$ cat src/rtl/control_unit_pkg.sv
// Shared definitions for the instruction-sequencing controller: state encoding,
// opcode constants and instruction-register field positions.
package control_unit_pkg;

  typedef enum logic [3:0] {
    StReset  = 4'd0,
    StFetch0 = 4'd1,
    StFetch1 = 4'd2,
    StFetch2 = 4'd3,
    StEx3    = 4'd4,
    StEx4    = 4'd5,
    StEx5    = 4'd6,
    StEx6    = 4'd7,
    StHalt   = 4'd8
  } state_e;

  // Instruction register field positions
  localparam int unsigned OpcodeMsb = 31;
  localparam int unsigned OpcodeLsb = 27;
  localparam int unsigned RaMsb     = 26;
  localparam int unsigned RaLsb     = 23;
  localparam int unsigned RbMsb     = 22;
  localparam int unsigned RbLsb     = 19;
  localparam int unsigned RcMsb     = 18;
  localparam int unsigned RcLsb     = 15;

  localparam int unsigned OpcodeW = OpcodeMsb - OpcodeLsb + 1;
  localparam int unsigned AluOpW  = 4;

  typedef logic [OpcodeW-1:0] opcode_t;

  localparam opcode_t OpAdd = 5'b00011;
  localparam opcode_t OpSub = 5'b00100;
  localparam opcode_t OpAnd = 5'b00101;
  localparam opcode_t OpOr  = 5'b00110;
  localparam opcode_t OpShr = 5'b00111;
  localparam opcode_t OpShl = 5'b01000;
  localparam opcode_t OpRor = 5'b01001;
  localparam opcode_t OpRol = 5'b01010;
  localparam opcode_t OpMul = 5'b01111;
  localparam opcode_t OpDiv = 5'b10000;
  localparam opcode_t OpNeg = 5'b10001;
  localparam opcode_t OpNot = 5'b10010;

  function automatic logic [AluOpW-1:0] alu_code(input opcode_t op);
    return op[AluOpW-1:0];
  endfunction

endpackage

$ cat src/rtl/opcode_decode.sv
// Classifies an opcode into binary / unary / mul-div groups and produces the
// ALU function code (zero for unrecognised opcodes).
module opcode_decode
  import control_unit_pkg::*;
(
  input  logic [OpcodeW-1:0] opcode,
  output logic               is_binary,
  output logic               is_unary,
  output logic               is_muldiv,
  output logic               is_valid,
  output logic [AluOpW-1:0]  operation
);

  always_comb begin
    is_binary = 1'b0;
    is_unary  = 1'b0;
    is_muldiv = 1'b0;
    case (opcode)
      OpAdd, OpSub, OpAnd, OpOr, OpShr, OpShl, OpRor, OpRol: is_binary = 1'b1;
      OpMul, OpDiv:                                          is_muldiv = 1'b1;
      OpNeg, OpNot:                                          is_unary  = 1'b1;
      default: ;
    endcase
    is_valid  = is_binary | is_unary | is_muldiv;
    operation = is_valid ? alu_code(opcode) : '0;
  end

endmodule

$ cat src/rtl/control_unit.sv
// Moore-style sequencer driving datapath strobes through fetch and up to four
// execute steps; halts on a Stop request sampled at FETCH0.
module control_unit
  import control_unit_pkg::*;
(
  input  logic        Clock,
  input  logic        clear,
  input  logic [31:0] IR,
  input  logic        Mem_ready,
  input  logic        Stop,
  output logic        PCout,
  output logic        PCin,
  output logic        IncPC,
  output logic        MARin,
  output logic        MDRin,
  output logic        MDRout,
  output logic        Read,
  output logic        IRin,
  output logic        Yin,
  output logic        Zin_low,
  output logic        Zin_high,
  output logic        Zlowout,
  output logic        Zhighout,
  output logic        HIin,
  output logic        LOin,
  output logic        Gra,
  output logic        Grb,
  output logic        Grc,
  output logic        Rin,
  output logic        Rout,
  output logic [3:0]  operation,
  output logic        Run
);

  state_e state_q, state_d;
  // Set while the previous cycle was also FETCH1, so PCin pulses only once
  logic fetch1_seen_q, fetch1_seen_d;

  logic              is_binary, is_unary, is_muldiv, is_valid;
  logic [AluOpW-1:0] dec_op;

  logic unused_ir;
  assign unused_ir = ^{IR[OpcodeLsb-1:0], is_valid};

  opcode_decode u_opcode_decode (
    .opcode    (IR[OpcodeMsb:OpcodeLsb]),
    .is_binary (is_binary),
    .is_unary  (is_unary),
    .is_muldiv (is_muldiv),
    .is_valid  (is_valid),
    .operation (dec_op)
  );

  always_ff @(posedge Clock or negedge clear) begin
    if (!clear) begin
      state_q       <= StReset;
      fetch1_seen_q <= 1'b0;
    end else begin
      state_q       <= state_d;
      fetch1_seen_q <= fetch1_seen_d;
    end
  end

  assign fetch1_seen_d = (state_q == StFetch1);

  always_comb begin
    state_d   = state_q;
    PCout     = 1'b0;
    PCin      = 1'b0;
    IncPC     = 1'b0;
    MARin     = 1'b0;
    MDRin     = 1'b0;
    MDRout    = 1'b0;
    Read      = 1'b0;
    IRin      = 1'b0;
    Yin       = 1'b0;
    Zin_low   = 1'b0;
    Zin_high  = 1'b0;
    Zlowout   = 1'b0;
    Zhighout  = 1'b0;
    HIin      = 1'b0;
    LOin      = 1'b0;
    Gra       = 1'b0;
    Grb       = 1'b0;
    Grc       = 1'b0;
    Rin       = 1'b0;
    Rout      = 1'b0;
    operation = '0;
    Run       = (state_q != StReset) && (state_q != StHalt);

    unique case (state_q)
      StReset: state_d = StFetch0;
      StFetch0: begin
        PCout   = 1'b1;
        MARin   = 1'b1;
        IncPC   = 1'b1;
        Zin_low = 1'b1;
        state_d = Stop ? StHalt : StFetch1;
      end
      StFetch1: begin
        Zlowout = 1'b1;
        PCin    = !fetch1_seen_q;
        Read    = 1'b1;
        MDRin   = 1'b1;
        if (Mem_ready) state_d = StFetch2;
      end
      StFetch2: begin
        MDRout  = 1'b1;
        IRin    = 1'b1;
        state_d = StEx3;
      end
      StEx3: begin
        if (is_binary || is_muldiv) begin
          Grb     = 1'b1;
          Rout    = 1'b1;
          Yin     = 1'b1;
          state_d = StEx4;
        end else if (is_unary) begin
          Grb       = 1'b1;
          Rout      = 1'b1;
          Zin_low   = 1'b1;
          operation = dec_op;
          state_d   = StEx5;
        end else begin
          state_d = StFetch0;
        end
      end
      StEx4: begin
        Grc       = 1'b1;
        Rout      = 1'b1;
        operation = dec_op;
        Zin_low   = is_binary | is_muldiv;
        Zin_high  = is_muldiv;
        state_d   = StEx5;
      end
      StEx5: begin
        if (is_muldiv) begin
          Zlowout = 1'b1;
          LOin    = 1'b1;
          state_d = StEx6;
        end else begin
          if (is_binary || is_unary) begin
            Zlowout = 1'b1;
            Gra     = 1'b1;
            Rin     = 1'b1;
          end
          state_d = StFetch0;
        end
      end
      StEx6: begin
        Zhighout = 1'b1;
        HIin     = 1'b1;
        state_d  = StFetch0;
      end
      StHalt:  state_d = StHalt;
      default: state_d = StReset;
    endcase
  end

endmodule

$ cat config.mk
export PLATFORM = sky130hd
export DESIGN_NAME = control_unit
export DESIGN_NICKNAME = d
export VERILOG_FILES = /design/src/rtl/control_unit_pkg.sv /design/src/rtl/opcode_decode.sv /design/src/rtl/control_unit.sv
export SDC_FILE = /design/constraint.sdc
export NUM_CORES = 1
export LEC_CHECK = 0
export ABC_CLOCK_PERIOD_IN_PS = 5900
export CORE_UTILIZATION = 34
export DETAILED_ROUTE_END_ITERATION = 10
export PLACE_DENSITY = 0.88
export SLEW_MARGIN = 5
export SYNTH_ARGS = -nofsm -noshare
export SYNTH_HDL_FRONTEND = slang
export SYNTH_HIERARCHICAL = 1
export SYNTH_SLANG_ARGS = --single-unit
$ cat constraint.sdc
create_clock -name Clock -period 5.9 [get_ports Clock]
set_clock_uncertainty 0.2 [all_clocks]
set_input_delay 1.77 -clock Clock [delete_from_list [all_inputs] [get_ports Clock]]
set_output_delay 1.77 -clock Clock [all_outputs]
set_load 0.005 [all_outputs]
; Yosys cells after proc, flatten, opt, wreduce, memory -nomap -nowiden
; Cells that the tools add are included.
[classes]
n_eq_ne = 22
mux = 35
bitwise_logic = 3
n_reduce_logical = 10
[ops]
columns = operator, n
row1 = $pmux W4 S8, 1
row2 = $mux W1, 22
row3 = $eq A5 B3 Y1 const B, 4
row4 = $eq A5 B4 Y1 const B, 4
row5 = $mux W4, 5
row6 = $eq A4 B3 Y1 const B, 4
row7 = $eq A5 B5 Y1 const B, 3
row8 = $mux W3, 3
row9 = $eq A4 B2 Y1 const B, 2
row10 = $pmux W4 S2, 1
row11 = $reduce_or A8 Y1, 1
row12 = $reduce_or A2 Y1, 3
row13 = $eq A5 B2 Y1 const B, 1
row14 = $eq A4 B1 Y1 const B, 1
row15 = $eq A4 B4 Y1 const B, 1
row16 = $logic_not A4 Y1, 1
row17 = $ne A4 B4 Y1 const B, 1
row18 = $pmux W1 S2, 2
row19 = $reduce_bool A4 Y1, 1
row20 = $or A1 B1 Y1, 3
row21 = $pmux W1 S3, 1
row22 = $logic_or A1 B1 Y1, 2
row23 = $ne A2 B2 Y1 const B, 1
row24 = $logic_and A1 B1 Y1, 1
row25 = $logic_not A1 Y1, 1
[totals]
register_bits = 5
out_inout_bits = 25

; Depth between registers and ports, before layout
[logic_depth]
depth_word = 9
mapped_depth = 7
mapped_depth_nobuf = 6

; Hierarchy
; The synthesis kept the hierarchy.
[by_module_without_submodules]
columns = mod, n_inst, cells_each, area_each_um2, seq_area_each_um2
row1 = control_unit, 1, 67, 496.7, 125.1
row2 = opcode_decode, 1, 34, 235.2, 0.0

; Worst setup path before layout
; Ideal clock, no wire load.
[synth_path]
path_type = input -> output
start = in IR[30]
end = out Zin_low
arrival_ns = 3.353
t_required_ns = 3.930
path_slack_ns = 0.577
stages = 7
n_path_buf = 1
path_cell_list = buf_2 > or3b_4 > or2_4 > o22ai_2 > nor2_1 > a21o_1 > a211oi_1
[synth_between]
elab_chain_cells = 6
[synth_lines]
columns = item, line
row1 = start: declaration, control_unit.sv:8  ; input logic [31:0] IR,
row2 = $eq A5 B4 Y1 or $eq A5 B5 Y1 (tied branches), opcode_decode.sv:18  ; case (opcode)
row3 = $reduce_or A2 Y1 *, opcode_decode.sv:18
row4 = $mux W1 *, opcode_decode.sv:18
row5 = named net is_muldiv, control_unit.sv:39  ; logic is_binary, is_unary, is_muldiv, is_valid;
row6 = $logic_or A1 B1 Y1, control_unit.sv:113  ; if (is_binary || is_muldiv) begin
row7 = $mux W1, control_unit.sv:113
row8 = $pmux W1 S3 *, control_unit.sv:91  ; unique case (state_q)
row9 = end: declaration, control_unit.sv:20  ; output logic Zin_low,
; The timed path passes the listed nets; every way through them passes the cells marked *.

; Worst setup path in the final report
[layout_path]
start = in IR[30]
end = out operation[0]
[layout_between]
elab_chain_cells = 9
[layout_lines]
columns = item, line
row1 = $eq A5 B5 Y1, opcode_decode.sv:18
row2 = $reduce_or A2 Y1 *, opcode_decode.sv:18
row3 = $mux W1 *, opcode_decode.sv:18
row4 = named net is_unary, control_unit.sv:39
row5 = $or A1 B1 Y1 (2 in series), opcode_decode.sv:24  ; is_valid = is_binary | is_unary | is_muldiv;
row6 = $mux W4, opcode_decode.sv:25  ; operation = is_valid ? alu_code(opcode) : '0;
row7 = $mux W4, control_unit.sv:118  ; end else if (is_unary) begin
row8 = $mux W4, control_unit.sv:113
row9 = $pmux W4 S2 *, control_unit.sv:91
row10 = end: declaration, control_unit.sv:31  ; output logic [3:0] operation,
; Marked as above.

==> metrics.csv <==
stage,metric,value,unit
status,outcome,finished clean,
yosys,ys_warn_count,6,
worst_setup_path,start_kind,primary input,
cts,cts_setup_buffers,0,
place,portBuffers,33,
timing,maxSlewViolCount,0,
finish,drive_gt1_share,25.4,%
place,globalplace.congestion,0.811,
cts,cts_max_level,1,
timing,whs,0.512,ns
timing,fmax,172,MHz
detailed_routing,wl_per_cell,14.0,um
yosys,syn_nets,133,
grt,grt_max_degree,17,
detailed_routing,first_iter_violations,26,
cts,cts_buffers,3,
grt,antenna_found_initial,0,
power_and_ir_drop,power_density,304,nW/um^2
yosys,netlist_area,704,sq um
detailed_routing,via_count,880,
power_and_ir_drop,cellLeakagePower,0.595,nW
finish,nNetsFinal,175,
power_and_ir_drop,p_total,0.365,mW
floorplan,fp-row-count,16,
floorplan,fp.dieW,47.5,um
run,maxCapViolCount,0,
detailed_routing,ant_nets,0,
floorplan,initial_core_util,35.9,%
detailed_routing,first_pass_iters,4,
timing,setup_tns,0,ns
worst_setup_path,critPathMaxFanout,4,
grt,first_global_vias,756,
cts,clock_latency,0.24,ns
hold_path,hp-start,state_q[3]$_DFFE_PN0P_,
worst_setup_path,cp_data_required_time,3.93,ns
place,place_area,1120,sq um
cts,clockBufferDepth,2,
floorplan,dieArea,2260,sq um
detailed_routing,drt-vias-per-instance,5.33,
floorplan,die_h,47.5,um
worst_setup_path,crit_slowest_cell,or3b_4,
grt,grt_pass1_wl,3100,um
timing,layout_min_cycle_time,5.82,ns
detailed_routing,drc,0,
cts,cts_root_buf,clkbuf_4,
finish,n_fill_cell,196,
yosys,avgSynthCellArea,7.26,sq um
cts,path_clk_slew,0.04,ns
worst_setup_path,cp_common_cell,or3b_4,
grt,grt.overflow.total,0,
worst_setup_path,r2r-end,fetch1_seen_q$_DFF_PN0_,
power_and_ir_drop,vdd_drop_max,0.174,mV
worst_setup_path,r2r-start,state_q[0]$_DFFE_PN0P_,
timing,fin_crit_sh,98.6,%
finish,seqCellArea,125,sq um
cts,cts_tree,done,
finish,area_delta_synth_final,70.7,%
timing,finalHoldViolations,0,
timing,relSlewSlack,63.7,%
hold_path,hold_path_class,flop to flop,
worst_setup_path,slowest_delay,0.43,ns
hold_path,hold_end,state_q[2]$_DFFE_PN0P_,
worst_setup_path,r2r_slack,4.13,ns
hold_path,whs_path_depth,1,
grt,grtUsageTotal,19.8,%
worst_setup_path,cp_cell_sequence,clkdlybuf4s50_1 -> or3b_4 -> nor2_4 -> or3b_4 -> a211oi_4 -> and2_4 -> dlygate4sd2_1,
place,dpl.hpwl,1690,um
floorplan,core,1960,sq um
yosys,synthCells,97,
finish,multiInputGateArea,522,sq um
cts,numClockSinks,5,
floorplan,io_pins,61,
finish,num_antenna_cells,0,
detailed_routing,wirelength,2310,um
worst_setup_path,cp_data_arrival_time,3.85,ns
worst_setup_path,r2r_cells,3,
timing,worst_pin_slew,0.544,ns
finish,stdcell_area,1200,sq um
worst_setup_path,end_kind,output pin,
worst_setup_path,path_class,primary input to output pin,
timing,setup_violations,0,
## how the worst max path moves through the flow
stage,startpoint,to,slack (ns)
6_report,IR[30],operation[0],0.08
5_1_grt,IR[30],operation[0],-0.004
4_1_cts,IR[31],operation[2],-0.19
3_5_place_dp,IR[31],Zin_low,-0.28
3_3_place_gp,IR[31],operation[1],-0.19
2_1_floorplan,IR[30],Zin_low,0.59
## area by class of cell
class | count | share of cell area [%]
Multi-Input combinational cell | 75 | 43.4
Inverter | 3 | 0.937
Tap cell | 27 | 2.81
Timing Repair Buffer | 51 | 40.3
Sequential cell | 5 | 10.4
Clock buffer | 4 | 2.19
## critical path: cells and delay by family
kind | cells | cell delay [ns]
buffers and inverters | 2 | 0.65
and+or+nand+nor | 4 | 1.13
AOI/OAI and AO/OA | 1 | 0.31
## state kept, by name, summed over array words and instances (netlist names)
name	flops
fetch1_seen_q	1
state_q	4
## repair_timing
action,CTS,global route
hold endpoints to repair,0,0
cloned,0,0
endpoints found under the setup margin,11,12
resized for setup,8,19
pin swaps,4,6
hold buffers,0,0
## power breakdown
part | total [mW] | internal [mW] | switching (mW)
sequential | 0.0961 | 0.0497 | 0.0464
clock | 0.0387 | 0.0255 | 0.0132
combinational | 0.230 | 0.129 | 0.101
## stage by stage
stage	util, %	worst slack (ns)	cells
3_5_place_dp	57.0	-0.282	161
2_1_floorplan	-	0.591	97
5_1_grt	61.3	-0.00371	165
4_1_cts	58.5	-0.187	165
3_3_place_gp	57.0	-0.186	161
6_report	61.3	0.0820	165
## per-layer routing
layer | track usage (%) | vias to the layer above | routed length [um]
met4 | 6.86 | 0 | 14
met5 | 0 | - | 0
met3 | 1.13 | 2 | 75
li1 | - | 425 | -
met2 | 41.9 | 32 | 1340
met1 | 19.6 | 421 | 885
## cells in the final DEF (no fill, tap or decap), types with 2 or more instances in the layout
cell             instances
nor4_1                   4
clkbuf_4                 3
a211oi_1                 2
inv_1                    3
buf_6                    3
nor2_1                   9
clkdlybuf4s50_1         20
a21oi_1                  3
nand4_1                  2
o21ai_0                  3
dlymetal6s2s_1           7
nand3b_1                 2
nor3_1                   7
nor2b_1                  2
or3b_4                   2
xnor2_1                  3
dlygate4sd2_1            4
nand2b_1                 5
and2_1                   3
nand2_1                  6
a21boi_0                 2
dfrtp_1                  5
buf_4                   15
Power figures use the tool's default switching activity.
